`src/rtl/local_memory_bank_arbiter_if.sv`:
```
// Single-master bus into the local memory bank arbiter: byte address, lane selects,
// request/write strobes, 32-bit data in both directions and a stall back to the master.
interface local_memory_bank_arbiter_if #(
  parameter int ADDRESS_SIZE = 24
);
  logic [ADDRESS_SIZE-1:0] address;
  logic [3:0]              byteSelect;
  logic                    enable;
  logic                    writeEnable;
  logic [31:0]             dataWrite;
  logic [31:0]             dataRead;
  logic                    busy;

  modport master (
    output address, byteSelect, enable, writeEnable, dataWrite,
    input  dataRead, busy
  );

  modport slave (
    input  address, byteSelect, enable, writeEnable, dataWrite,
    output dataRead, busy
  );
endinterface

```
`src/rtl/local_memory_bank_arbiter.sv`:
```
// Dual-master front end for 2**BLOCK_ADDRESS_SIZE banks of 1RW+1R SRAM macros.
// Optional anti-starvation guard for the secondary master: LOCAL_MEMORY_STALL_GUARD_EN.
module local_memory_bank_arbiter #(
  parameter int ADDRESS_SIZE       = 24,
  parameter int SRAM_ADDRESS_SIZE  = 9,
  parameter int BLOCK_ADDRESS_SIZE = 2
`ifdef LOCAL_MEMORY_STALL_GUARD_EN
  , parameter int STALL_LIMIT      = 4
`endif
) (
  input  logic                                  clk,
  input  logic                                  rst,
  local_memory_bank_arbiter_if.slave            primary,
  local_memory_bank_arbiter_if.slave            secondary,
  output logic                                  clk0,
  output logic [(1<<BLOCK_ADDRESS_SIZE)-1:0]    csb0,
  output logic                                  web0,
  output logic [3:0]                            wmask0,
  output logic [SRAM_ADDRESS_SIZE-1:0]          addr0,
  output logic [31:0]                           din0,
  input  logic [32*(1<<BLOCK_ADDRESS_SIZE)-1:0] dout0,
  output logic                                  clk1,
  output logic [(1<<BLOCK_ADDRESS_SIZE)-1:0]    csb1,
  output logic [SRAM_ADDRESS_SIZE-1:0]          addr1,
  input  logic [32*(1<<BLOCK_ADDRESS_SIZE)-1:0] dout1
);
  localparam int BLOCK_COUNT = 1 << BLOCK_ADDRESS_SIZE;
  localparam int BANK_W      = (BLOCK_ADDRESS_SIZE > 0) ? BLOCK_ADDRESS_SIZE : 1;
  localparam int WORD_TOP    = SRAM_ADDRESS_SIZE + BLOCK_ADDRESS_SIZE + 2;

  logic [BANK_W-1:0]            primaryBank, secondaryBank;
  logic [BANK_W-1:0]            primaryBankReg, secondaryBankReg;
  logic [3:0]                   primarySelectReg, secondarySelectReg;
  logic                         primaryInRange, secondaryInRange;
  logic                         primaryReadReady, secondaryReadReady;
  logic [BLOCK_COUNT-1:0]       primaryOneHot, secondaryOneHot;
  logic [SRAM_ADDRESS_SIZE-1:0] primaryMacroAddress, secondaryMacroAddress;
  logic [31:0]                  primaryWord, secondaryWord;
  logic [31:0]                  primaryReadData, secondaryReadData;
  logic                         unusedByteOffset;

  assign clk0 = clk;
  assign clk1 = clk;
  assign unusedByteOffset = ^{primary.address[1:0], secondary.address[1:0]};

  assign primaryMacroAddress   = primary.address[SRAM_ADDRESS_SIZE+1:2];
  assign secondaryMacroAddress = secondary.address[SRAM_ADDRESS_SIZE+1:2];
  assign addr1                 = primaryMacroAddress;

  generate
    if (BLOCK_ADDRESS_SIZE > 0) begin : gBankIndex
      assign primaryBank   = primary.address[WORD_TOP-1:SRAM_ADDRESS_SIZE+2];
      assign secondaryBank = secondary.address[WORD_TOP-1:SRAM_ADDRESS_SIZE+2];
    end else begin : gSingleBank
      assign primaryBank   = '0;
      assign secondaryBank = '0;
    end
    if (WORD_TOP < ADDRESS_SIZE) begin : gRangeCheck
      assign primaryInRange   = ~|primary.address[ADDRESS_SIZE-1:WORD_TOP];
      assign secondaryInRange = ~|secondary.address[ADDRESS_SIZE-1:WORD_TOP];
    end else begin : gFullRange
      assign primaryInRange   = 1'b1;
      assign secondaryInRange = 1'b1;
    end
  endgenerate

  logic primaryRead, primaryWrite, primaryIssueRead;
  logic secondaryRead, secondaryWrite, secondaryNeedsPort;
  logic guardFire, primaryOwnsPort, secondaryGranted, secondaryStalled;

  assign primaryRead      = primary.enable && primaryInRange && !primary.writeEnable;
  assign primaryWrite     = primary.enable && primaryInRange && primary.writeEnable;
  assign primaryIssueRead = primaryRead && !primaryReadReady;

  assign secondaryRead      = secondary.enable && secondaryInRange && !secondary.writeEnable;
  assign secondaryWrite     = secondary.enable && secondaryInRange && secondary.writeEnable;
  // The second cycle of a secondary read only consumes dout0, not the RW port.
  assign secondaryNeedsPort = secondaryWrite || (secondaryRead && !secondaryReadReady);

`ifdef LOCAL_MEMORY_STALL_GUARD_EN
  logic [3:0] stallCount;
  assign guardFire = secondaryNeedsPort && primaryWrite && (stallCount >= 4'(STALL_LIMIT));
`else
  assign guardFire = 1'b0;
`endif

  assign primaryOwnsPort  = primaryWrite && !guardFire;
  assign secondaryGranted = secondaryNeedsPort && !primaryOwnsPort;
  assign secondaryStalled = secondaryNeedsPort && primaryOwnsPort;

  assign primary.busy   = !rst && ((primaryWrite && guardFire) || primaryIssueRead);
  assign secondary.busy = !rst && (secondaryStalled || (secondaryRead && !secondaryReadReady));

  always_comb begin
    primaryOneHot   = '0;
    secondaryOneHot = '0;
    primaryWord     = '1;
    secondaryWord   = '1;
    for (int unsigned i = 0; i < BLOCK_COUNT; i++) begin
      primaryOneHot[i]   = (primaryBank == BANK_W'(i));
      secondaryOneHot[i] = (secondaryBank == BANK_W'(i));
      if (primaryBankReg == BANK_W'(i))   primaryWord   = dout1[i*32 +: 32];
      if (secondaryBankReg == BANK_W'(i)) secondaryWord = dout0[i*32 +: 32];
    end
  end

  always_comb begin
    primaryReadData   = '1;
    secondaryReadData = '1;
    for (int unsigned l = 0; l < 4; l++) begin
      if (!rst && primaryReadReady && primaryRead && primarySelectReg[l])
        primaryReadData[l*8 +: 8] = primaryWord[l*8 +: 8];
      if (!rst && secondaryReadReady && secondaryRead && secondarySelectReg[l])
        secondaryReadData[l*8 +: 8] = secondaryWord[l*8 +: 8];
    end
  end

  assign primary.dataRead   = primaryReadData;
  assign secondary.dataRead = secondaryReadData;

  always_ff @(posedge clk) begin
    if (rst) begin
      primaryReadReady   <= 1'b0;
      secondaryReadReady <= 1'b0;
      primaryBankReg     <= '0;
      secondaryBankReg   <= '0;
      primarySelectReg   <= '0;
      secondarySelectReg <= '0;
`ifdef LOCAL_MEMORY_STALL_GUARD_EN
      stallCount         <= '0;
`endif
    end else begin
      primaryReadReady   <= primaryIssueRead;
      secondaryReadReady <= secondaryRead && secondaryGranted;
      if (primaryIssueRead) begin
        primaryBankReg   <= primaryBank;
        primarySelectReg <= primary.byteSelect;
      end
      if (secondaryRead && secondaryGranted) begin
        secondaryBankReg   <= secondaryBank;
        secondarySelectReg <= secondary.byteSelect;
      end
`ifdef LOCAL_MEMORY_STALL_GUARD_EN
      stallCount <= secondaryStalled ? stallCount + 4'd1 : '0;
`endif
    end
  end

  // Macro controls launch mid-cycle so the SRAM captures them on the following rising edge.
  always_ff @(negedge clk) begin
    if (rst) begin
      csb0   <= '1;
      csb1   <= '1;
      web0   <= 1'b1;
      wmask0 <= '0;
      addr0  <= '0;
      din0   <= '0;
    end else begin
      csb1 <= primaryIssueRead ? ~primaryOneHot : '1;
      if (primaryOwnsPort) begin
        csb0   <= ~primaryOneHot;
        web0   <= 1'b0;
        wmask0 <= primary.byteSelect;
        addr0  <= primaryMacroAddress;
        din0   <= primary.dataWrite;
      end else if (secondaryGranted) begin
        csb0   <= ~secondaryOneHot;
        web0   <= !secondary.writeEnable;
        wmask0 <= secondary.byteSelect;
        addr0  <= secondaryMacroAddress;
        din0   <= secondary.dataWrite;
      end else begin
        csb0 <= '1;
        web0 <= 1'b1;
      end
    end
  end
endmodule

```
`src/flat_wrapper.sv`:
```
// flat-port wrapper written by rule: the top's interface ports become plain ports
module local_memory_bank_arbiter_flat 
#(
  parameter int ADDRESS_SIZE       = 24,
  parameter int SRAM_ADDRESS_SIZE  = 9,
  parameter int BLOCK_ADDRESS_SIZE = 2

)
  (clk, rst, clk0, csb0, web0, wmask0, addr0, din0, dout0, clk1, csb1, addr1, dout1, primary_address, primary_byteSelect, primary_enable, primary_writeEnable, primary_dataWrite, primary_dataRead, primary_busy, secondary_address, secondary_byteSelect, secondary_enable, secondary_writeEnable, secondary_dataWrite, secondary_dataRead, secondary_busy);
  local_memory_bank_arbiter_if #(.ADDRESS_SIZE(ADDRESS_SIZE)) primary_i ();
  local_memory_bank_arbiter_if #(.ADDRESS_SIZE(ADDRESS_SIZE)) secondary_i ();
  input  logic clk;
  input  logic rst;
  output logic clk0;
  output logic [(1<<BLOCK_ADDRESS_SIZE)-1:0] csb0;
  output logic web0;
  output logic [3:0] wmask0;
  output logic [SRAM_ADDRESS_SIZE-1:0] addr0;
  output logic [31:0] din0;
  input  logic [32*(1<<BLOCK_ADDRESS_SIZE)-1:0] dout0;
  output logic clk1;
  output logic [(1<<BLOCK_ADDRESS_SIZE)-1:0] csb1;
  output logic [SRAM_ADDRESS_SIZE-1:0] addr1;
  input  logic [32*(1<<BLOCK_ADDRESS_SIZE)-1:0] dout1;
  input wire logic [$bits(primary_i.address)-1:0] primary_address;
  input wire logic [$bits(primary_i.byteSelect)-1:0] primary_byteSelect;
  input wire logic [$bits(primary_i.enable)-1:0] primary_enable;
  input wire logic [$bits(primary_i.writeEnable)-1:0] primary_writeEnable;
  input wire logic [$bits(primary_i.dataWrite)-1:0] primary_dataWrite;
  output wire logic [$bits(primary_i.dataRead)-1:0] primary_dataRead;
  output wire logic [$bits(primary_i.busy)-1:0] primary_busy;
  input wire logic [$bits(secondary_i.address)-1:0] secondary_address;
  input wire logic [$bits(secondary_i.byteSelect)-1:0] secondary_byteSelect;
  input wire logic [$bits(secondary_i.enable)-1:0] secondary_enable;
  input wire logic [$bits(secondary_i.writeEnable)-1:0] secondary_writeEnable;
  input wire logic [$bits(secondary_i.dataWrite)-1:0] secondary_dataWrite;
  output wire logic [$bits(secondary_i.dataRead)-1:0] secondary_dataRead;
  output wire logic [$bits(secondary_i.busy)-1:0] secondary_busy;
  assign primary_i.address = primary_address;
  assign primary_i.byteSelect = primary_byteSelect;
  assign primary_i.enable = primary_enable;
  assign primary_i.writeEnable = primary_writeEnable;
  assign primary_i.dataWrite = primary_dataWrite;
  assign primary_dataRead = primary_i.dataRead;
  assign primary_busy = primary_i.busy;
  assign secondary_i.address = secondary_address;
  assign secondary_i.byteSelect = secondary_byteSelect;
  assign secondary_i.enable = secondary_enable;
  assign secondary_i.writeEnable = secondary_writeEnable;
  assign secondary_i.dataWrite = secondary_dataWrite;
  assign secondary_dataRead = secondary_i.dataRead;
  assign secondary_busy = secondary_i.busy;
  local_memory_bank_arbiter #(.ADDRESS_SIZE(ADDRESS_SIZE), .SRAM_ADDRESS_SIZE(SRAM_ADDRESS_SIZE), .BLOCK_ADDRESS_SIZE(BLOCK_ADDRESS_SIZE)) u_core (.clk(clk), .rst(rst), .primary(primary_i), .secondary(secondary_i), .clk0(clk0), .csb0(csb0), .web0(web0), .wmask0(wmask0), .addr0(addr0), .din0(din0), .dout0(dout0), .clk1(clk1), .csb1(csb1), .addr1(addr1), .dout1(dout1));
endmodule
```
`config.mk`:
```
export PLATFORM = sky130hd
export DESIGN_NAME = local_memory_bank_arbiter_flat
export DESIGN_NICKNAME = d
export VERILOG_FILES = /design/src/rtl/local_memory_bank_arbiter_if.sv /design/src/rtl/local_memory_bank_arbiter.sv /design/src/flat_wrapper.sv
export SDC_FILE = /design/constraint.sdc
export NUM_CORES = 1
export LEC_CHECK = 0
export CAP_MARGIN = 20
export CORE_AREA = 5 5 197 199
export CTS_BUF_LIST = sky130_fd_sc_hd__clkbuf_4
export CTS_CLUSTER_SIZE = 30
export DETAILED_ROUTE_END_ITERATION = 6
export DIE_AREA = 0 0 202 204
export GPL_TIMING_DRIVEN = 1
export PLACE_DENSITY = 0.46
export SYNTH_ARGS = -nofsm -noshare
export SYNTH_HDL_FRONTEND = slang
export SYNTH_SLANG_ARGS = --single-unit
```
`constraint.sdc`:
```
create_clock -name clk -period 2.4 [get_ports clk]
set_input_delay 0.48 -clock clk [delete_from_list [all_inputs] [get_ports clk]]
set_output_delay 0.48 -clock clk [all_outputs]
set_load 0.01 [all_outputs]
```
==> impl_results.md, run 1 <==
- Commonest cells after routing, fill and taps aside: clkdlybuf4s50_1, buf_6, mux4_2
- Slew Limit Headroom: 0.610
- Fin nets: between 1500 and 2000
- Max Cap Viol: 0
- Initial antenna violation count: 2
- Num rows: a little over 70
- GRT Util Overall: 0.161
- Post-Synth XOR/XNOR Area: 0
- Post-synthesis adder-cell area fraction: 0
- Worst hold start: rst
- Die Wd: roughly 200 um
- Total gr overflow: 0
- P_leak: 5.08 nW
- Post-synthesis mux area share: 0.318
- P&R area growth vs syn: 160%
- IO Port Bufs: between 500 and 600
- Library cells used by synthesis: 37
- Pin count of the biggest net entering global routing: 37
- Overall Power: ~3.3 mW
- Syn Inst Count: 506
- Startpoint types: flip-flop
- Synth top area cells: mux4_2, dfxtp_1, or2_2
- Crit path DAT: around 2.3 ns
- Drt via density: between 4 and 5
- Worst VDD drop: around 0.19 mV
- Worst path cell trace: buf_6
- Most common cell after layout, fill and taps aside: clkdlybuf4s50_1
- CP max-delay cell: dfxtp_2
- Seq/Total Area, Yosys: 0.260
- Global-route wire length before repair: between 40 and 50 mm
- Vias in the first global route: slightly below 8000
- Max FO, Critical Path: 2
- Total Wirelength: ~35 mm
- Non-Filler Instances: about 1600
- Iter 0 DRT Violations: roughly 220
- Worst setup EP type: output port
- Routability cong.: about 0.8
- Syn_area_per_cell: just over 10 sq um
- Slew Limit Fails: 0
- Critical path class: flip-flop to output port
- Main combinational cell family by area after synthesis: multiplexers
- Switch share: 0.310
- Critical path's top delay family: flip-flops
- RSZ-0062 raised after global routing: true
- Worst Path Buf+Inv: 1
- Pint: about 2.3 mW
- Syn Std Cell Area: between 0.005 and 0.006 sq mm
- Worst Hold Depth: 4
- Worst EP required: around 1.9 ns
- Critical R2R Capture: u_core.din0[4]$_SDFFE_NP0P_
- Synth Area in Compound Gates: 0.135
- Synth Area in Simple Gates: 0.224
- DP Cell Count: 1500
- Hold buffer count at CTS: 0
- Register share of total power: 0.346
- R2R Path Start: u_core.secondaryReadReady$_SDFF_PP0_
- Ys Warns: 0
- Final hold viol count: 0
- Endpoints failing setup: 172
- Synthesized flop and latch total: 68
- Post-DRT Antenna Nets: 0
- Synth top area share: 0.276
- Starting Density: 0.141
- Drt wl/cell: 21.5 um
- Reg2reg setup slack: -0.19 ns
- Setup ws final: -0.346 ns
- Hold Crit Class: input pin to flip-flop
- Reg clk slew, reported paths: about 0.14 ns
- Pwr/cell area: approximately 240 mW/mm^2
- Hold Path End: u_core.secondaryBankReg[1]$_SDFFE_PP0P_
- Final clock skew: between 0.04 and 0.05 ns
- Ports: slightly above 500
- Combinational share of power: 0.269
- Run status: finished, violations left
- Worst r2r path cells: 6
- CORE AREA: between 0.03 and 0.04 sq mm
- Via count: slightly below 7000
- CTS tree: built
- Share of cells above drive strength 1: 0.522
- Cell accounting for the most synthesized area: mux4_2
- Clk network pwr share: 0.385
- Slowest stage delay, CP: 0.35 ns
- DP Wirelength: 27.2 mm
- Failing checks: negative setup slack
- Full die area: roughly 0.041 sq mm
- DRC viols: 0
- Die Ht: around 200 um
- Clock latency on the worst-skew pair: ~0.6 ns
- Mapped Nets: 888
- Worst Tran Pin Value: 0.584 ns
- Critical path launch point: u_core.din0[5]$_SDFFE_NP0P_
- NetSw: 1.01 mW
- First-pass iteration count of the detailed router: 4
==> cell usage after synthesis <==
| cell type | n |
|---|---|
| buf_2 | 12 |
| clkbuf_2 | 1 |
| a21oi_1 | 37 |
| nor3b_1 | 1 |
| nor4_2 | 2 |
| buf_1 | 1 |
| and4_1 | 4 |
| nor4_4 | 2 |
| a21o_1 | 4 |
| and4b_4 | 1 |
| nand3b_1 | 4 |
| clkbuf_1 | 25 |
| mux2i_1 | 22 |
| o21ai_0 | 6 |
| and2_1 | 2 |
| mux4_2 | 64 |
| a211oi_2 | 25 |
| or2_1 | 3 |
| a211oi_1 | 20 |
| nand2_1 | 31 |
| inv_1 | 1 |
| buf_4 | 14 |
| buf_12 | 1 |
| nor4b_4 | 1 |
| dfxtp_1 | 68 |
| nor2_1 | 56 |
| nand2b_1 | 1 |
| or2_2 | 62 |
| nor2b_1 | 3 |
| nor4b_2 | 1 |
| buf_6 | 3 |
| nand3_4 | 4 |
| and3_1 | 1 |
| nor3_1 | 1 |
| nand4_2 | 1 |
| nand4_1 | 9 |
| nand3_1 | 12 |
==> sequential cells by signal, summed over array words and instances, names as in the netlist <==
name	count
u_core.csb0	4
u_core.din0	32
u_core.web0	1
u_core.secondarySelectReg	4
u_core.primaryReadReady	1
u_core.secondaryReadReady	1
u_core.csb1	4
u_core.addr0	9
u_core.wmask0	4
u_core.primarySelectReg	4
u_core.secondaryBankReg	2
u_core.primaryBankReg	2
==> stage by stage <==
stage | setup WS [ns] | hold WS [ns] | setup TNS [ns] | utilization | area (sq um)
after floorplan | -0.535 | 0.450 | -26.07 | - | 5330
after global placement | -1.10 | 0.452 | -124.90 | 0.308 | 11400
after detailed placement | -1.08 | 0.456 | -125.29 | 0.308 | 11400
after CTS | -0.397 | 0.358 | -42.72 | 0.362 | 13400
after global routing | -0.436 | 0.371 | -51.56 | 0.367 | 13600
final | -0.346 | 0.409 | -36.82 | 0.367 | 13600
==> power groups by stage <==
stage	registers (mW)	logic (mW)	clock network, mW
finish	1.13	0.877	1.26
global route	1.13	0.920	1.48
CTS	1.13	0.868	1.37
detailed placement	1.15	0.843	0.224
global placement	1.15	0.841	0.224
floorplan	1.15	0.131	0.208
==> layout make-up <==
class                   instances  area [sq um]
diodes                          2          5.00
clock buffers                  16           126
clock inverters                60           251
fillers                      3767         23400
multi-input cells             380          4270
flip-flops and latches         68          1440
well taps                     474           593
repair buffers                638          6930
==> tightest hold or removal path, stage by stage <==
cell	delay [ns]
buf_4	0.11
buf_4	0.15
buf_12	0.16
a21oi_1	0.05
==> cells by family (layout without fill, tap and decap cells) <==
group / Yosys count / after routing
AND/OR/NAND/NOR: 202 / 202
AO/OA/AOI/OAI: 92 / 92
multiplexers: 86 / 86
flip-flops: 68 / 68
buffers and inverters: 58 / 714
other: 0 / 2
==> metal layers <==
| layer | share of wire | track usage | up-vias |
|---|---|---|---|
| met5 | 0.00020 | 0 | - |
| li1 | - | - | 3206 |
| met3 | 0.076 | 0.0562 | 40 |
| met1 | 0.38 | 0.186 | 3367 |
| met4 | 0.022 | 0.0508 | 2 |
| met2 | 0.52 | 0.281 | 309 |
==> worst max path at each step <==
stage | to | slack [ns] | depth (start not counted)
2_1_floorplan | u_core.addr0[2]$_SDFFE_NP0P_ | -0.53 | 6
3_3_place_gp | u_core.csb0[3]$_SDFF_NP1_ | -1.10 | 7
3_5_place_dp | u_core.din0[15]$_SDFFE_NP0P_ | -1.08 | 7
4_1_cts | din0[11] | -0.40 | 1
5_1_grt | addr0[8] | -0.44 | 1
6_report | din0[5] | -0.35 | 1
==> timing repair <==
action,CTS,global route
cloned,17,2
gates resized for setup,1011,59
pin swaps,58,54
setup endpoints to repair,175,175
setup buffers,42,15
Power figures use the tool's default switching activity.
==> inputs of run 2 (changes only) <==
==> constraint.sdc (replaced) <==
create_clock -name clk -period 3 [get_ports clk]
set_input_delay 0.6 -clock clk [delete_from_list [all_inputs] [get_ports clk]]
set_output_delay 0.6 -clock clk [all_outputs]
set_load 0.01 [all_outputs]
==> run 2 against run 1 <==
The run still ends with negative setup slack left; critical path type is now input pin to flip-flop; flip-flop and latch count is the same; die area is the same; highest routed layer is now met4; non-clock buffer count shrank 15.
==> impl_results.md, run 2 (synthesized netlist as in run 1, its figures left out) <==
- Run status: finished, violations left
- Failing checks: negative setup slack
- RSZ-0062 raised after global routing: true
- Fin area: roughly 0.013 sq mm
- Total gr overflow: 0
- Startpoint types: input pin
- Worst Tran Pin Value: approximately 0.46 ns
- Critical R2R Capture: u_core.din0[26]$_SDFFE_NP0P_
- Worst VDD drop: between 0.15 and 0.2 mV
- Pint: around 1.8 mW
- NetSw: between 0.7 and 0.8 mW
- Clk network pwr share: 0.378
- Max reg flops: 32
- Via count: 6845
- Overall Power: 2.58 mW
- Worst EP required: just under 2 ns
- Setup crit end: u_core.din0[8]$_SDFFE_NP0P_
- Die Wd: between 200 and 250 um
- Most common cell after layout, fill and taps aside: clkdlybuf4s50_1
- Post-Place Setup Slack: -0.951 ns
- Non-Filler Instances: 1623
- DRC viols: 0
- Worst r2r path cells: 8
- Max FO, Critical Path: 6
- Die Ht: 204 um
- Max Cap Viol: 0
- GRT Util Overall: 0.161
- Commonest cells after routing, fill and taps aside: clkdlybuf4s50_1, buf_6, mux4_2
- Reg with most FFs: u_core.din0
- CORE AREA: 0.0370 sq mm
- Pwr/cell area: just under 200 mW/mm^2
- Routability cong.: between 0.8 and 0.9
- Final clock skew: ~0.056 ns
- Critical path class: input pin to flip-flop
- R2R Path Start: u_core.secondaryReadReady$_SDFF_PP0_
- Crit path DAT: around 2.1 ns
- Initial antenna violation count: 2
- Final hold viol count: 0
- Worst hold margin: around 0.46 ns
- Post-DRT Antenna Nets: 0
- Combinational share of power: 0.271
- IO Port Bufs: around 510
- TNS Setup: -12.04 ns
- Setup ws final: -0.155 ns
- DP Wirelength: approximately 27 mm
- Num rows: 71
- Slew Limit Headroom: 0.694
- Global-route wire length before repair: approximately 49 mm
- Pin count of the biggest net entering global routing: 38
- Reg2reg setup slack: 0.10 ns
- Reg clk slew, reported paths: 0.04 ns
- Critical path launch point: primary_address[19]
- Full die area: 0.0412 sq mm
- P&R area growth vs syn: 149%
- Slew Limit Fails: 0
- Total Wirelength: ~35 mm
- Ports: approximately 510
- Post-layout util: 0.351
- Starting Density: 0.141
- Hold Crit Class: flip-flop to flip-flop
- Clock latency on the worst-skew pair: about 0.6 ns
- Switch share: 0.303
- Drt via density: 4.22
- Placed cell areas: between 0.01 and 0.015 sq mm
- Hold buffer count at CTS: 0
- Drt wl/cell: 21.4 um
- Worst setup EP type: flip-flop
- DP Cell Count: around 1500
- First-pass iteration count of the detailed router: 4
- Endpoints failing setup: around 100
- Fin nets: between 1500 and 2000
- Vias in the first global route: ~7700
- Register share of total power: 0.351
- Biggest regs: u_core.din0: 32 flops, u_core.addr0: 9 flops
- P_leak: around 4.8 nW
- Iter 0 DRT Violations: 220
- Share of cells above drive strength 1: 0.485
- CTS tree: built
## run 2: cell types whose count changed in the layout (fill, tap and decap cells not counted), moves of 11 or more
cell,change
a21oi_1,+17
a21oi_2,-15
buf_2,+11
buf_6,-48
clkbuf_2,+15
or2_2,+26
or2_4,-27
## run 2: how the worst min path moves through the flow
stage          cells past startpoint                                        end  slack [ns]                                      start
2_1_floorplan                      2  u_core.secondarySelectReg[0]$_SDFFE_PP0P_        0.45  u_core.secondarySelectReg[0]$_SDFFE_PP0P_
3_3_place_gp                       2               u_core.din0[26]$_SDFFE_NP0P_        0.45               u_core.din0[26]$_SDFFE_NP0P_
3_5_place_dp                       2               u_core.din0[25]$_SDFFE_NP0P_        0.46               u_core.din0[25]$_SDFFE_NP0P_
4_1_cts                            3  u_core.secondarySelectReg[1]$_SDFFE_PP0P_        0.42                                        rst
5_1_grt                            3  u_core.secondarySelectReg[0]$_SDFFE_PP0P_        0.44                                        rst
6_report                           2               u_core.din0[25]$_SDFFE_NP0P_        0.46               u_core.din0[25]$_SDFFE_NP0P_
## run 2: power by group through the flow
stage,Sequential [mW],Combinational (mW),Clock [mW]
CTS,0.906,0.702,1.05
finish,0.906,0.698,0.975
global route,0.903,0.737,1.15
detailed placement,0.923,0.679,0.179
global placement,0.923,0.676,0.179
floorplan,0.923,0.104,0.166
## run 2: final cells by class
type	count	area (sq um)
Multi-Input combinational cell	380	4140
Clock inverter	60	234
Clock buffer	16	125
Tap cell	474	593
Timing Repair Buffer	623	6480
Antenna cell	2	5.00
Fill cell	3760	24000
Sequential cell	68	1430
## run 2: metal layers
| layer | track usage | vias up | wire [um] |
|---|---|---|---|
| li1 | - | 3185 | - |
| met4 | 0.0466 | 0 | 720 |
| met2 | 0.285 | 317 | 17900 |
| met3 | 0.0524 | 34 | 2490 |
| met5 | 0 | - | 0 |
| met1 | 0.186 | 3309 | 13500 |
## run 2: timing repair
item | 4_1_cts | 5_1_grt
setup endpoints to repair | 174 | 116
pin swaps | 31 | 13
cloned | 13 | 1
gates resized for setup | 848 | 58
setup buffers | 41 | 5
## run 2: worst max-delay path, cell delays in order
cell and delay [ns]:
buf_6 0.09, nor4_4 0.31, buf_4 0.18, buf_6 0.09
nand4_1 0.11, buf_6 0.16, buf_8 0.12, buf_12 0.13
buf_16 0.15, nor2_4 0.11, a211oi_2 0.04
==> inputs of run 3 (changes only) <==
==> constraint.sdc (replaced) <==
create_clock -name clk -period 3.6 [get_ports clk]
set_input_delay 0.72 -clock clk [delete_from_list [all_inputs] [get_ports clk]]
set_output_delay 0.72 -clock clk [all_outputs]
set_load 0.01 [all_outputs]
==> run 3 against run 2 <==
The run now ends clean; critical path depth down 4; die area stayed put; sequential share of layout area up 0.67 points; non-clock buffer count fell by 19; final area is 5.6% lower; via count decreased by 3.3%; sequential power fell by 17%; utilization shrank 1.9 points; clock skew shrank 0.017 ns; count of clock-buffer cells in the layout decreased by 1; critical path type unchanged.
==> impl_results.md, run 3 (synthesized netlist as in run 1, its figures left out) <==
- Clock latency on the worst-skew pair: roughly 0.61 ns
- Total Wirelength: about 33 mm
- Crit path DAT: ~2.3 ns
- Critical R2R Capture: u_core.csb0[3]$_SDFF_NP1_
- Reg with most FFs: u_core.din0
- Ports: ~500
- Num rows: 71
- Biggest regs: u_core.din0: 32 flops, u_core.addr0: 9 flops
- Routability cong.: about 0.80
- Initial antenna violation count: 4
- Max Cap Viol: 0
- Total gr overflow: 0
- Worst VDD drop: about 0.15 mV
- Worst setup EP type: flip-flop
- Register share of total power: 0.355
- Iter 0 DRT Violations: 241
- Slew Limit Headroom: 0.685
- Fin area: between 0.01 and 0.015 sq mm
- P&R area growth vs syn: 135%
- Run status: finished clean
- DRC viols: 0
- Non-Filler Instances: ~1600
- Pin count of the biggest net entering global routing: 34
- CORE AREA: 0.0370 sq mm
- Overall Power: 2.12 mW
- Most common cell after layout, fill and taps aside: clkdlybuf4s50_1
- P_leak: between 4 and 5 nW
- Vias in the first global route: about 7400
- Final hold viol count: 0
- Share of cells above drive strength 1: 0.389
- Worst EP required: 2.31 ns
- Pwr/cell area: between 150 and 200 mW/mm^2
- Commonest cells after routing, fill and taps aside: clkdlybuf4s50_1, buf_4, mux4_2
- Hold Crit Class: flip-flop to flip-flop
- Placed cell areas: roughly 0.011 sq mm
- Die Ht: a little over 200 um
- Max FO, Critical Path: 6
- Drt via density: 4.13
- Fin nets: around 1500
- Reg clk slew, reported paths: around 0.040 ns
- Starting Density: 0.141
- Worst hold start: u_core.din0[26]$_SDFFE_NP0P_
- Global-route wire length before repair: between 40 and 50 mm
- NetSw: roughly 0.64 mW
- Switch share: 0.302
- DP Wirelength: around 26 mm
- Worst Tran Pin Value: about 0.47 ns
- Die Wd: between 200 and 250 um
- TNS Setup: 0 ns
- Critical path class: input pin to flip-flop
- Worst r2r path cells: 5
- Final clock skew: between 0.03 and 0.04 ns
- Reg2reg setup slack: between 0.4 and 0.5 ns
- Max reg flops: 32
- Via count: around 6600
- First-pass iteration count of the detailed router: 4
- IO Port Bufs: 508
- Worst Hold Depth: 2
- Drt wl/cell: roughly 21 um
- Filler instances: 3872
- R2R Path Start: u_core.secondaryReadReady$_SDFF_PP0_
- Combinational share of power: 0.262
- DP Cell Count: about 1500
- Startpoint types: input pin
- Hold Path End: u_core.din0[26]$_SDFFE_NP0P_
- Clk network pwr share: 0.382
- Full die area: 0.0412 sq mm
- Pint: ~1.5 mW
- GRT Util Overall: 0.152
- Hold buffer count at CTS: 0
- Post-layout util: 0.332
- CTS tree: built
- Slew Limit Fails: 0
- Post-DRT Antenna Nets: 0
- RSZ-0062 raised after global routing: true
- Endpoints failing setup: 0
run 3: worst max-delay path by stage:
stage | to | cells after the start | slack, ns | start
3_3_place_gp | u_core.din0[11]$_SDFFE_NP0P_ | 7 | -0.83 | primary_address[15]
5_1_grt | din0[4] | 1 | -0.07 | u_core.din0[4]$_SDFFE_NP0P_
3_5_place_dp | u_core.din0[14]$_SDFFE_NP0P_ | 7 | -0.85 | primary_address[15]
6_report | u_core.din0[20]$_SDFFE_NP0P_ | 7 | 0.01 | primary_address[15]
2_1_floorplan | u_core.addr0[2]$_SDFFE_NP0P_ | 6 | -0.17 | secondary_address[15]
4_1_cts | csb0[3] | 1 | -0.03 | u_core.csb0[3]$_SDFF_NP1_
run 3: power by group through the flow:
stage          combinational [mW]  clock [mW]  sequential [mW]
3_5_place_dp                0.558       0.149            0.769
4_1_cts                     0.558       0.871            0.755
3_3_place_gp                0.555       0.149            0.769
5_1_grt                     0.586       0.945            0.752
6_report                    0.556       0.811            0.754
2_1_floorplan              0.0868       0.139            0.769
run 3: layout make-up:
| cell class | count | area [sq um] | area share |
|---|---|---|---|
| Sequential cell | 68 | 1430 | 0.117 |
| Tap cell | 474 | 593 | 0.0483 |
| Timing Repair Buffer | 604 | 6200 | 0.505 |
| Clock buffer | 15 | 118 | 0.00957 |
| Antenna cell | 3 | 7.51 | 0.000611 |
| Multi-Input combinational cell | 380 | 3690 | 0.301 |
| Clock inverter | 60 | 236 | 0.0193 |
run 3: what timing repair did:
action | 4_1_cts | 5_1_grt
endpoints found under the setup margin | 170 | 100
cloned | 9 | 1
pin swaps | 17 | 14
setup buffers | 22 | 15
resized for setup | 503 | 41
run 3: layer usage:
layer | part of all wire | wire (um) | track usage
met5 | 0.00039 | 13 | 0
met1 | 0.39 | 12900 | 0.173
met2 | 0.52 | 17300 | 0.271
met3 | 0.073 | 2420 | 0.0544
met4 | 0.018 | 590 | 0.0403
run 3: critical path: stages:
cell and delay (ns):
dlygate4sd2_1 0.26, nor4_4 0.34, and4_4 0.33, buf_12 0.14, bufbuf_16 0.25, a21oi_1 0.04, a211oi_2 0.21
run 3: stage by stage:
step / hold slack [ns] / worst slack [ns]
2_1_floorplan: 0.450 / -0.175
3_3_place_gp: 0.447 / -0.825
3_5_place_dp: 0.450 / -0.846
4_1_cts: 0.465 / -0.0326
5_1_grt: 0.477 / -0.0730
6_report: 0.464 / 0.0144
